## config.mk

```make
export PLATFORM = sky130hd
export DESIGN_NAME = vga_sync_gen_flat
export DESIGN_NICKNAME = d
export VERILOG_FILES = /design/src/rtl/vga_sync_gen_pkg.sv /design/src/rtl/vga_sync_gen_if.sv /design/src/rtl/vga_sync_gen_pixel_tick_div.sv /design/src/rtl/vga_sync_gen.sv /design/src/flat_wrapper.sv
export SDC_FILE = /design/constraint.sdc
export NUM_CORES = 1
export LEC_CHECK = 0
export CAP_MARGIN = 20
export CORE_MARGIN = 1
export CORE_UTILIZATION = 49
export DETAILED_ROUTE_END_ITERATION = 16
export GPL_ROUTABILITY_DRIVEN = 0
export PLACE_DENSITY = 0.84
export SLEW_MARGIN = 20
export SYNTH_ARGS = -nofsm -noshare
export SYNTH_HDL_FRONTEND = slang
export SYNTH_HIERARCHICAL = 1
export SYNTH_SLANG_ARGS = --single-unit
```

## constraint.sdc

```tcl
create_clock -name clk -period 2.61 [get_ports clk]
set_input_delay 0.3915 -clock clk [delete_from_list [all_inputs] [get_ports clk]]
set_output_delay 0.3915 -clock clk [all_outputs]
set_load 0.05 [all_outputs]
```

## src/rtl/vga_sync_gen_pkg.sv

```systemverilog
// Shared 640x480@60 timing constants and screen-coordinate type; the overlay
// renderer and font lookup import this package for screen bounds.
package vga_timing_pkg;

    localparam int H_DISPLAY = 640;
    localparam int H_FRONT   = 16;
    localparam int H_SYNC    = 96;
    localparam int H_BACK    = 48;

    localparam int V_DISPLAY = 480;
    localparam int V_FRONT   = 10;
    localparam int V_SYNC    = 2;
    localparam int V_BACK    = 33;

    localparam int H_TOTAL  = H_DISPLAY + H_FRONT + H_SYNC + H_BACK;
    localparam int V_TOTAL  = V_DISPLAY + V_FRONT + V_SYNC + V_BACK;

    // Sync windows are inclusive on both ends.
    localparam int HS_START = H_DISPLAY + H_FRONT;
    localparam int HS_END   = HS_START + H_SYNC - 1;
    localparam int VS_START = V_DISPLAY + V_FRONT;
    localparam int VS_END   = VS_START + V_SYNC - 1;

    localparam int COORD_W = 10;
    localparam int DIV_W   = 4;

    typedef logic [COORD_W-1:0] coord_t;

    function automatic logic in_window(input coord_t v, input coord_t lo, input coord_t hi);
        return (v >= lo) && (v <= hi);
    endfunction

    function automatic coord_t wrap_inc(input coord_t v, input coord_t last);
        return (v == last) ? '0 : v + coord_t'(1);
    endfunction

endpackage

```

## src/rtl/vga_sync_gen_if.sv

```systemverilog
// Video timing bundle from the sync generator to the overlay/font pipeline.
interface vga_sync_gen_if;
    import vga_timing_pkg::*;

    // Free-running stream: every signal is valid every clk, there is no
    // backpressure; consumers qualify pixel work with p_tick and video_on.
    logic   p_tick;
    logic   hsync;
    logic   vsync;
    logic   video_on;
    coord_t pixel_x;
    coord_t pixel_y;
    logic   frame_start;
    logic   blink;

    modport master (
        output p_tick,
        output hsync,
        output vsync,
        output video_on,
        output pixel_x,
        output pixel_y,
        output frame_start,
        output blink
    );

    modport slave (
        input p_tick,
        input hsync,
        input vsync,
        input video_on,
        input pixel_x,
        input pixel_y,
        input frame_start,
        input blink
    );

endinterface

```

## src/rtl/vga_sync_gen_pixel_tick_div.sv

```systemverilog
// Divides the system clock down to a one-clk pixel strobe every CLK_DIV clocks.
module pixel_tick_div #(
    parameter int CLK_DIV = 4
) (
    input  logic clk,
    input  logic rst_n,
    output logic o_p_tick
);
    import vga_timing_pkg::*;

    localparam logic [DIV_W-1:0] L_LAST = DIV_W'(CLK_DIV - 1);

    logic [DIV_W-1:0] r_div;
    logic             r_run;

    always_ff @(posedge clk or negedge rst_n) begin
        if (!rst_n) begin
            r_div <= '0;
            r_run <= 1'b0;
        end else begin
            r_run <= 1'b1;
            r_div <= (r_div == L_LAST) ? '0 : r_div + DIV_W'(1);
        end
    end

    // r_run keeps the strobe low in reset even when CLK_DIV is 1.
    assign o_p_tick = r_run && (r_div == L_LAST);

endmodule

```

## src/rtl/vga_sync_gen.sv

```systemverilog
// 640x480@60 VGA timing: pixel counters, registered syncs, frame strobe and
// blink. The blink counter is built only when VGA_BLINK_EN is defined.
module vga_sync_gen #(
    parameter int CLK_DIV   = 4,
    parameter int H_DISPLAY = vga_timing_pkg::H_DISPLAY,
    parameter int H_FRONT   = vga_timing_pkg::H_FRONT,
    parameter int H_SYNC    = vga_timing_pkg::H_SYNC,
    parameter int H_BACK    = vga_timing_pkg::H_BACK,
    parameter int V_DISPLAY = vga_timing_pkg::V_DISPLAY,
    parameter int V_FRONT   = vga_timing_pkg::V_FRONT,
    parameter int V_SYNC    = vga_timing_pkg::V_SYNC,
    parameter int V_BACK    = vga_timing_pkg::V_BACK
`ifdef VGA_BLINK_EN
    ,
    parameter int BLINK_FRAMES = 30
`endif
) (
    input  logic          clk,
    input  logic          rst_n,
    vga_sync_gen_if.master vga
);
    import vga_timing_pkg::*;

    localparam coord_t L_H_LAST   = coord_t'(H_DISPLAY + H_FRONT + H_SYNC + H_BACK - 1);
    localparam coord_t L_V_LAST   = coord_t'(V_DISPLAY + V_FRONT + V_SYNC + V_BACK - 1);
    localparam coord_t L_H_DISP   = coord_t'(H_DISPLAY);
    localparam coord_t L_V_DISP   = coord_t'(V_DISPLAY);
    localparam coord_t L_HS_START = coord_t'(H_DISPLAY + H_FRONT);
    localparam coord_t L_HS_END   = coord_t'(H_DISPLAY + H_FRONT + H_SYNC - 1);
    localparam coord_t L_VS_START = coord_t'(V_DISPLAY + V_FRONT);
    localparam coord_t L_VS_END   = coord_t'(V_DISPLAY + V_FRONT + V_SYNC - 1);

    logic   w_p_tick;
    coord_t r_x;
    coord_t r_y;
    coord_t w_x_next;
    coord_t w_y_next;
    logic   w_frame_end;
    logic   r_hsync;
    logic   r_vsync;
    logic   r_frame_start;
    logic   w_blink;

    pixel_tick_div #(
        .CLK_DIV (CLK_DIV)
    ) u_tick_div (
        .clk      (clk),
        .rst_n    (rst_n),
        .o_p_tick (w_p_tick)
    );

    always_comb begin
        w_x_next    = r_x;
        w_y_next    = r_y;
        w_frame_end = 1'b0;
        if (w_p_tick) begin
            w_x_next = wrap_inc(r_x, L_H_LAST);
            if (r_x == L_H_LAST) begin
                w_y_next    = wrap_inc(r_y, L_V_LAST);
                w_frame_end = (r_y == L_V_LAST);
            end
        end
    end

    // Syncs are decoded from the next position so they flip on the same edge
    // as the counters and leave the flops glitch-free.
    always_ff @(posedge clk or negedge rst_n) begin
        if (!rst_n) begin
            r_x           <= '0;
            r_y           <= '0;
            r_hsync       <= 1'b1;
            r_vsync       <= 1'b1;
            r_frame_start <= 1'b0;
        end else begin
            r_x           <= w_x_next;
            r_y           <= w_y_next;
            r_hsync       <= !in_window(w_x_next, L_HS_START, L_HS_END);
            r_vsync       <= !in_window(w_y_next, L_VS_START, L_VS_END);
            r_frame_start <= w_frame_end;
        end
    end

`ifdef VGA_BLINK_EN
    localparam logic [4:0] L_BLINK_LAST = 5'(BLINK_FRAMES - 1);

    logic [4:0] r_frame_cnt;
    logic       r_blink;

    always_ff @(posedge clk or negedge rst_n) begin
        if (!rst_n) begin
            r_frame_cnt <= '0;
            r_blink     <= 1'b0;
        end else if (r_frame_start) begin
            if (r_frame_cnt == L_BLINK_LAST) begin
                r_frame_cnt <= '0;
                r_blink     <= ~r_blink;
            end else begin
                r_frame_cnt <= r_frame_cnt + 5'd1;
            end
        end
    end

    assign w_blink = r_blink;
`else
    assign w_blink = 1'b0;
`endif

    assign vga.p_tick      = w_p_tick;
    assign vga.hsync       = r_hsync;
    assign vga.vsync       = r_vsync;
    assign vga.video_on    = (r_x < L_H_DISP) && (r_y < L_V_DISP);
    assign vga.pixel_x     = r_x;
    assign vga.pixel_y     = r_y;
    assign vga.frame_start = r_frame_start;
    assign vga.blink       = w_blink;

endmodule

```

## src/flat_wrapper.sv

```systemverilog
// flat-port wrapper written by rule: the top's interface ports become plain ports
module vga_sync_gen_flat import vga_timing_pkg::*;
#(
    parameter int CLK_DIV   = 4,
    parameter int H_DISPLAY = vga_timing_pkg::H_DISPLAY,
    parameter int H_FRONT   = vga_timing_pkg::H_FRONT,
    parameter int H_SYNC    = vga_timing_pkg::H_SYNC,
    parameter int H_BACK    = vga_timing_pkg::H_BACK,
    parameter int V_DISPLAY = vga_timing_pkg::V_DISPLAY,
    parameter int V_FRONT   = vga_timing_pkg::V_FRONT,
    parameter int V_SYNC    = vga_timing_pkg::V_SYNC,
    parameter int V_BACK    = vga_timing_pkg::V_BACK

)
  (clk, rst_n, vga_p_tick, vga_hsync, vga_vsync, vga_video_on, vga_pixel_x, vga_pixel_y, vga_frame_start, vga_blink);
  vga_sync_gen_if vga_i ();
  input  logic clk;
  input  logic rst_n;
  output wire logic [$bits(vga_i.p_tick)-1:0] vga_p_tick;
  output wire logic [$bits(vga_i.hsync)-1:0] vga_hsync;
  output wire logic [$bits(vga_i.vsync)-1:0] vga_vsync;
  output wire logic [$bits(vga_i.video_on)-1:0] vga_video_on;
  output wire logic [$bits(vga_i.pixel_x)-1:0] vga_pixel_x;
  output wire logic [$bits(vga_i.pixel_y)-1:0] vga_pixel_y;
  output wire logic [$bits(vga_i.frame_start)-1:0] vga_frame_start;
  output wire logic [$bits(vga_i.blink)-1:0] vga_blink;
  assign vga_p_tick = vga_i.p_tick;
  assign vga_hsync = vga_i.hsync;
  assign vga_vsync = vga_i.vsync;
  assign vga_video_on = vga_i.video_on;
  assign vga_pixel_x = vga_i.pixel_x;
  assign vga_pixel_y = vga_i.pixel_y;
  assign vga_frame_start = vga_i.frame_start;
  assign vga_blink = vga_i.blink;
  vga_sync_gen #(.CLK_DIV(CLK_DIV), .H_DISPLAY(H_DISPLAY), .H_FRONT(H_FRONT), .H_SYNC(H_SYNC), .H_BACK(H_BACK), .V_DISPLAY(V_DISPLAY), .V_FRONT(V_FRONT), .V_SYNC(V_SYNC), .V_BACK(V_BACK)) u_core (.clk(clk), .rst_n(rst_n), .vga(vga_i));
endmodule
```

==> key figures <==
Placed design
  • Placed Cells: 193
  • DP Worst Slack: approximately 0.46 ns
  • Placed inst area: 0.00169 sq mm
  • HPWL after DPL: roughly 2000 um
  • IO buf count: 26

Timing
  • Worst-Margin Slew: approximately 0.50 ns
  • Final Hold Fails: 0
  • Tcrit/Tclk final: between 90% and 100%
  • Slew HR: between 60% and 70%
  • WHS: 0.409 ns
  • Crit path time final: between 2 and 2.5 ns
  • Fin. max-slew vios: 0
  • Clk_skew: approximately 0.0056 ns
  • RSZ-0062 raised after global routing: false
  • Final worst setup slack: between 0.15 and 0.2 ns
  • Final TNS setup: 0 ns
  • Count of final setup violators: 0
  • Max Clock Freq: 414 MHz

Clocking
  • Clock Path Buffers: 2
  • Postcts setup bufs: 0
  • CTS Sinks: 28
  • H-tree Lvls: 1
  • CTS tree: yes
  • Clock insertion delay at the later pin of the skew report: 0.33 ns
  • Worst-path clk slew: roughly 0.15 ns
  • Root buffer cell: clkbuf_4
  • TritonCTS Buffers: 3

Synth
  • Cells after Synth: between 100 and 150
  • Mean post-synth cell area: between 10 and 15 sq um
  • Top cells by area, synth: dfrtp_1 45%, xnor2_1 7.3%, dfstp_2 3.7%, ha_1 3.5%, nand3_1 3.5%
  • Async set-or-reset flop fraction in the synthesized netlist: 100%
  • Post-synth cell types: between 40 and 50
  • Compound-Gate Fraction of Synth Area: 9.08%
  • Synth warn: 6
  • Post-synthesis sequential area ratio: 49.0%
  • Main combinational cell family by area after synthesis: simple AND/OR/NAND/NOR gates
  • Synth Area in XOR/XNOR: about 8.6%
  • Post-synth top area share: between 40% and 50%
  • Dominant cell type by area after synthesis: dfrtp_1
  • Syn Std Cell Area: between 0.001 and 0.0015 sq mm
  • Prevailing post-synth register cell: dfrtp_1
  • Synth Net Count: between 100 and 150
  • Simple-gate share of the synthesized area: roughly 23%
  • Register bit total from synthesis: 28
  • Number of synthesized flops with an enable pin: 0
  • Mux contribution to synthesized area: less than 1%
  • Adder-cell share of the synthesized area: between 3 and 4%

Worst setup path
  • Critical Path RT: 2.22 ns
  • Crit path from: u_core/vga.pixel_y[8]
  • Peak fanout along the critical path: 5
  • Crit path arrival time: a little over 2 ns
  • Setup crit start kind: flip-flop
  • Reg-to-Reg End: u_core/vga.pixel_y[8]
  • WP buf/inv: 1
  • CP cell instances: and4_1 -> nor3_1 -> clkdlybuf4s50_1
  • Depth of the most critical reg-to-reg path: 7
  • Crit-path slowest cell: clkdlybuf4s50_1
  • Crit end category: output port
  • Critical path type: flip-flop to output port
  • Worst r2r src: u_core/u_tick_div/r_div[0]
  • Critical path's largest stage delay: roughly 0.8 ns
  • Top delay family on crit path: buffers and inverters
  • Reg2Reg Setup Slack: about 0.45 ns

Layout
  • Share of cells above drive strength 1: 6.63%
  • Final #Nets: between 150 and 200
  • Finished Cell Area: roughly 0.0017 sq mm
  • Antenna Cells: 0
  • Cell Count, Final, Fillers Out: ~200
  • Fillers: around 240
  • Final Util: between 60% and 70%
  • P&R area growth vs syn: 21.5%

GRT
  • Initial antenna violation count: 0
  • Aggregate global-route resource usage: between 20% and 30%
  • Gr ovfl total: 0
  • First-pass GRT wire length: around 5000 um
  • Largest net degree at the start of global routing: 29
  • Vias in the first global route: 1105

Floorplanning
  • Die Y: between 50 and 60 um
  • Initial Utilization: around half
  • Die width: ~56 um
  • CORE AREA: approximately 0.0028 sq mm
  • Rows: 19
  • DIE AREA: around 0.0031 sq mm
  • Ports: 28

Outcome
  • Status: finished clean

Pwr
  • Leak pwr: between 0.7 and 0.8 nW
  • Int Power: roughly 0.73 mW
  • Design Power: 1.10 mW
  • Clock power frac: between 20% and 30%
  • NetSw: roughly 0.37 mW
  • VDD IR max: about 0.83 mV
  • Seq pwr share: between 40% and 50%
  • PwrDens: between 600 and 700 mW/mm^2
  • Sw Share: 34.0%
  • Combinational cell fraction of total power: a little over a quarter

Drt
  • WL/cell: 14.4 um
  • # DRC: 0
  • DR WL met2: 1400 um
  • Wl on met1: about 1300 um
  • Post-route ant nets: 0
  • Routed wire length: 2840 um
  • Avg Vias per Cell: between 5 and 6
  • Via count: ~1100
  • Max Used Layer: met4
  • WL met3: 136 um
  • Drt pass-1 iters: 4
  • DRT iter0 DRCs: 34

Min path
  • Hold crit path type: input pin to async pin

Flow run
  • Max-Cap Viols: 0
[registers in the layout (all words and copies together), names as in the netlist]
signal,flops
u_core/vga.vsync,1
u_core/vga.pixel_x,10
u_core/vga.pixel_y,10
u_core/vga.frame_start,1
u_core/u_tick_div/r_div,4
u_core/u_tick_div/r_run,1
u_core/vga.hsync,1
[worst max path at each step]
stage / end / cells past startpoint / slack [ns]
final: vga_video_on / 3 / 0.19
after global routing: vga_video_on / 3 / 0.11
after CTS: vga_p_tick / 3 / 0.06
after detailed placement: vga_p_tick / 3 / 0.46
after global placement: vga_p_tick / 3 / 0.50
after floorplan: u_core/vga.vsync / 10 / 0.19
[cells in the final DEF, fill, tap and decap left out, types with 3 or more instances in the layout]
| master | instances |
|---|---|
| dfrtp_1 | 26 |
| clkdlybuf4s50_1 | 25 |
| nor2_1 | 13 |
| xnor2_1 | 12 |
| nand3_1 | 10 |
| nand2_1 | 8 |
| inv_1 | 7 |
| nand4_1 | 7 |
| a21oi_1 | 5 |
| o21ai_0 | 4 |
| and3_1 | 4 |
| ha_1 | 4 |
| clkbuf_4 | 3 |
| nor3_1 | 3 |
[power by group through the flow]
stage	Combinational, mW	Clock, mW	Sequential [mW]
finish	0.287	0.285	0.528
detailed placement	0.286	0	0.536
CTS	0.288	0.292	0.527
global placement	0.279	0	0.535
floorplan	0.0825	0	0.638
global route	0.305	0.307	0.538
[repair_timing]
action                                  CTS  global route
gates resized for setup                   0             1
endpoints found under the hold margin     0             0
hold buffers                              0             0
endpoints found under the setup margin    0             1
[cell usage after synthesis, drive strengths merged (2+ instances only)]
cell type  count
inv            7
nor2          13
dfrtp         26
buf            6
nand2b         2
and4           3
nor4b          2
o21ai          5
a21oi          5
ha             4
and3           4
dfstp          2
nand3b         2
xor2           2
xnor2         12
nand2          8
nand4          7
nor3           3
and2           2
nand3         10
conb           2
[cells by family after synthesis]
family                   count (synthesis)
adder cells (fa/ha/maj)                  4
buffers and inverters                   14
XOR/XNOR                                14
flip-flops                              28
multiplexers                             1
AND/OR/NAND/NOR                         60
other                                    2
AO/OA/AOI/OAI                           19
[per-layer routing]
layer | GRT usage, % | up-vias
met5 | 0 | -
met4 | 9.41 | 0
met3 | 3.26 | 8
met2 | 33.0 | 42
met1 | 26.1 | 550
li1 | - | 536
[final cells by class]
| type | count | area (sq um) | area share (%) |
|---|---|---|---|
| sequential | 28 | 703 | 40.4 |
| clock inverter | 1 | 30.0 | 1.72 |
| timing repair buffer | 27 | 270 | 15.5 |
| tap | 31 | 38.8 | 2.23 |
| inverter | 7 | 26.3 | 1.51 |
| multi-input combinational | 100 | 651 | 37.4 |
| clock buffer | 3 | 22.5 | 1.29 |
No activity file was read; power rests on OpenSTA's default activity.
